--- src/rtl/uart_txd.sv ---
// uart_txd: 8N1 UART transmitter with an integrated baud divider and a
// one-byte holding register, so back-to-back frames leave with no idle gap.
//
// Ports:
//   clk        system clock, rising edge
//   reset      synchronous, active-high reset
//   tx_valid   upstream offers a byte on tx_data
//   tx_data    byte to send, captured only on an accepted handshake
//   tx_ready   holding register empty, a byte can be accepted
//   txd        serial line out (idles high)
//   busy       a frame is in progress or a byte is held
//   baud_tick  high during the last clock of each bit period of a frame
module uart_txd #(
  parameter int unsigned CLKS_PER_BIT = 16
) (
  input  logic       clk,
  input  logic       reset,
  input  logic       tx_valid,
  input  logic [7:0] tx_data,
  output logic       tx_ready,
  output logic       txd,
  output logic       busy,
  output logic       baud_tick
);

  localparam int unsigned CNT_W = (CLKS_PER_BIT > 1) ? $clog2(CLKS_PER_BIT) : 1;
  localparam logic [CNT_W-1:0] CNT_LAST = CNT_W'(CLKS_PER_BIT - 1);

  typedef enum logic [1:0] {
    IDLE  = 2'd0,
    START = 2'd1,
    DATA  = 2'd2,
    STOP  = 2'd3
  } state_t;

  state_t           state;
  logic [CNT_W-1:0] cnt;
  logic [2:0]       bit_idx;
  logic [7:0]       shift;
  logic [7:0]       hold;
  logic             hold_full;
  logic             bit_end;

  // Decodes of registered state only; no path from tx_valid to tx_ready.
  assign bit_end   = (cnt == CNT_LAST);
  assign tx_ready  = ~hold_full;
  assign busy      = (state != IDLE) || hold_full;
  assign baud_tick = (state != IDLE) && bit_end;

  // Frame sequencer, baud counter and holding register.
  always_ff @(posedge clk) begin
    if (reset) begin
      state     <= IDLE;
      cnt       <= '0;
      bit_idx   <= '0;
      shift     <= '0;
      hold      <= '0;
      hold_full <= 1'b0;
      txd       <= 1'b1;
    end else begin
      // Accept only while empty; a transfer needs hold_full=1, so the two
      // never happen on the same edge.
      if (tx_valid && !hold_full) begin
        hold      <= tx_data;
        hold_full <= 1'b1;
      end

      unique case (state)
        IDLE: begin
          cnt     <= '0;
          bit_idx <= '0;
          txd     <= 1'b1;
          if (hold_full) begin
            state     <= START;
            shift     <= hold;
            hold_full <= 1'b0;
            txd       <= 1'b0;
          end
        end

        START: begin
          if (bit_end) begin
            cnt     <= '0;
            bit_idx <= '0;
            state   <= DATA;
            txd     <= shift[0];
          end else begin
            cnt <= cnt + CNT_W'(1);
          end
        end

        DATA: begin
          if (bit_end) begin
            cnt <= '0;
            if (bit_idx == 3'd7) begin
              state <= STOP;
              txd   <= 1'b1;
            end else begin
              bit_idx <= bit_idx + 3'd1;
              txd     <= shift[bit_idx + 3'd1];
            end
          end else begin
            cnt <= cnt + CNT_W'(1);
          end
        end

        STOP: begin
          if (bit_end) begin
            cnt     <= '0;
            bit_idx <= '0;
            // A held byte starts immediately, keeping frames contiguous.
            if (hold_full) begin
              state     <= START;
              shift     <= hold;
              hold_full <= 1'b0;
              txd       <= 1'b0;
            end else begin
              state <= IDLE;
              txd   <= 1'b1;
            end
          end else begin
            cnt <= cnt + CNT_W'(1);
          end
        end

        default: begin
          state <= IDLE;
          cnt   <= '0;
          txd   <= 1'b1;
        end
      endcase
    end
  end

endmodule

--- config.mk ---
export PLATFORM = sky130hd
export DESIGN_NAME = uart_txd
export DESIGN_NICKNAME = d
export VERILOG_FILES = /design/src/rtl/uart_txd.sv
export SDC_FILE = /design/constraint.sdc
export NUM_CORES = 1
export LEC_CHECK = 0
export ABC_AREA = 0
export CAP_MARGIN = 15
export CELL_PAD_IN_SITES_DETAIL_PLACEMENT = 1
export CELL_PAD_IN_SITES_GLOBAL_PLACEMENT = 1
export CORE_ASPECT_RATIO = 0.75
export CORE_MARGIN = 2
export CORE_UTILIZATION = 45
export DETAILED_ROUTE_END_ITERATION = 10
export GPL_ROUTABILITY_DRIVEN = 0
export MAX_ROUTING_LAYER = met4
export PLACE_DENSITY = 0.82
export SLEW_MARGIN = 10
export SYNTH_ARGS = -nofsm -noshare
export SYNTH_HDL_FRONTEND = slang
export SYNTH_SLANG_ARGS = --single-unit
--- constraint.sdc ---
create_clock -name clk -period 4.5 [get_ports clk]
set_input_delay 0.9 -clock clk [delete_from_list [all_inputs] [get_ports clk]]
set_output_delay 0.9 -clock clk [all_outputs]
set_load 0.01 [all_outputs]
==> results_dict.tcl <==
set metrics [dict create \
    worstPathCellList "inv_1, ha_1, nand2b_1, clkdlybuf4s50_1" \
    slew_headroom 0.358 \
    yosys.area_share.adder 0.0704 \
    gr-total-overflow 0 \
    finalMaxSlewViolations 0 \
    synth_area_leaders "dfxtp_1, mux2i_1, nor2_1" \
    antenna_left 0 \
    synth_edf_count 0 \
    syn_nets 145 \
    drcViolationCount 0 \
    finalCritPeriodShare 0.592 \
    ctsResizeCount 0 \
    worst_pin_slew_ps 962 \
    viasPerCell 5.34 \
    holdPathEnd "cnt[0]$_SDFF_PP0_" \
    mostFrequentLayoutCells "nor2_1, dfxtp_1, mux2i_1" \
    seq_area_frac_synth 0.435 \
    synth-main-ff-cell "dfxtp_1" \
    cts_tree "done" \
    insertion_delay_ps 280 \
    cts_hold_buf 0 \
    p_seq_frac 0.417 \
    syn_area_per_cell_sq_um 9.79 \
    synth_mux_area_frac 0.179 \
    synth_top_family_by_area "simple AND/OR/NAND/NOR gates" \
    syn_area_sq_um 1240 \
    yosysUniqueCellTypes 30 \
    vdd_drop_max_mv 0.242 \
    hp-start "cnt[0]$_SDFF_PP0_" \
    arrival_ps 1760 \
    cp_slowest_cell "clkdlybuf4s50_1" \
    yosysTopAreaCell "dfxtp_1" \
    p_clk_frac 0.198 \
    post_cts_buffers 0 \
    die_h_um 49.5 \
    fin_util 0.557 \
    grt_first_pass_wirelength_um 4690 \
    cp.depth 4 \
    timing.fmax_ghz 0.376 \
    critPathRequiredTime_ps 3600 \
    synth-simple-area-share 0.181 \
    r2r-start "bit_idx[0]$_SDFFE_PP0P_" \
    synth_seq_cells 27 \
    routed_wirelength_um 2730 \
    grt_pass1_vias 975 \
    dpl.hpwl_um 2120 \
    synth_top_cell_area_share 0.435 \
    fillers 295 \
    initial_utilization 0.474 \
    critPathMaxFanout 8 \
    synth-async-reset-ratio 0 \
    pin_count 15 \
    rows 16 \
    via_count 945 \
    synth_compound_area_frac 0.0956 \
    comb_power_share 0.384 \
    wl_per_cell_um 15.4 \
    ctsLongestPathBuffers 2 \
    power_density_nw_per_um2 494 \
    cp-start-kind "flop" \
    clock_sinks 27 \
    clk_pin_slew_ps 100 \
    cts_made_buffers 3 \
    path_delay_family "buffers and inverters" \
    p_sw_uw 258 \
    period_needed_ps 2660 \
    rsz0062_at_grt "no" \
    grt_max_degree 26 \
    synthCells 127 \
    numPortBuffers 14 \
    final-setup-viol-count 0 \
    final_nets 160 \
    clock_skew_ps 3.33 \
    htree_levels 1 \
    track_usage 0.198 \
    tns_ps 0 \
    p_leak_uw 0.000610 \
    reg2reg_to "txd$_SDFFE_PP1P_" \
    holdPathStages 1 \
    dieWidth_um 64.7 \
    internal_power_uw 463 \
    area_growth_pct 17.5 \
    rr_worst_depth 4 \
    antenna_found_initial 0 \
    r2r_setup_slack_ps 2700 \
    max_stage_delay_ps 550 \
    root_buffer "clkbuf_8" \
    status "completed" \
    p_sw_frac 0.358 \
    end_kind "primary output" \
    final_common_cell "nor2_1" \
    layout-drive-gt1-share 0.0851 \
    holdWs_ps 463 \
    hold_viol 0 \
    drt_iter0_markers 56 \
    first_pass_iters 4 \
    path_class "reg2out" \
    cap_violations 0 \
    dieArea_sq_um 3200 \
    hold_path.class "reg2reg" \
    critPathBufInv 2 \
    yosys_warnings 0 \
    synth_xor_area_frac 0.0141 \
    antennaDiodeCount 0 \
    core_sq_um 2620 \
]
-- Yosys cell counts (2+ instances only) --
master and count:
a22oi_1 2, nor2b_1 2, a21oi_1 4, clkbuf_1 3, dfxtp_1 27, ha_1 7
and3_1 2, mux2i_1 20, nand2_1 3, nor3_1 2, inv_1 4, nor2_1 31
nand3_1 3
-- through the flow --
stage | std cells | setup WS (ps) | cell area [sq um] | power, uW
2_1_floorplan | 127 | 2720 | 1240 | 502
3_3_place_gp | 173 | 1910 | 1410 | 567
3_5_place_dp | 173 | 1840 | 1410 | 585
4_1_cts | 177 | 1810 | 1460 | 728
5_1_grt | 177 | 1670 | 1460 | 768
6_report | 177 | 1840 | 1460 | 721
-- worst reg2reg max path, stage by stage (launching register included) --
cell     delay, ps
dfxtp_1        390
ha_1           440
mux4_2         540
nor3b_2        220
o41ai_2        100
-- layout make-up --
class                   count  area, sq um  area share
multi-input cells          92          672       0.460
flip-flops and latches     27          541       0.370
repair buffers             14          140      0.0959
well taps                  36         45.0      0.0308
clock buffers               3         41.3      0.0283
inverters                   4         15.0      0.0103
clock inverters             1         7.51     0.00514
-- power by group through the flow --
| stage | Clock [uW] | Sequential (uW) | Combinational, uW |
|---|---|---|---|
| final | 143 | 301 | 277 |
| after global routing | 158 | 305 | 305 |
| after CTS | 148 | 301 | 280 |
| after detailed placement | 0 | 307 | 279 |
| after global placement | 0 | 303 | 264 |
| after floorplan | 0 | 298 | 204 |
-- kinds of logic after synthesis --
group                      count (synthesis)
adders and majority gates                  7
AOI/OAI and AO/OA                         14
muxes                                     21
xor gates and xnor gates                   2
and+or+nand+nor                           48
buffers and inverters                      8
DFF                                       27
-- sequential cells by signal, indices dropped and copies added, names as in the netlist --
signal / cells
txd: 1
cnt: 4
state: 2
shift: 8
bit_idx: 3
hold_full: 1
hold: 8
-- routing by layer --
| metal | global-route usage | routed length, um |
|---|---|---|
| met5 | - | 0 |
| met4 | 0.0355 | 13 |
| met3 | 0.0571 | 139 |
| met2 | 0.330 | 1350 |
| met1 | 0.241 | 1220 |
-- worst max-delay path by stage --
stage | from | to | slack, ps
after floorplan | state[0]$_SDFFE_PP0P_ | baud_tick | 2720
after global placement | tx_valid | hold[7]$_SDFFE_PP0P_ | 1910
after detailed placement | tx_valid | hold[7]$_SDFFE_PP0P_ | 1840
after CTS | cnt[0]$_SDFF_PP0_ | baud_tick | 1810
after global routing | cnt[0]$_SDFF_PP0_ | baud_tick | 1670
final | state[1]$_SDFFE_PP0P_ | busy | 1840
Power figures use the tool's default switching activity.
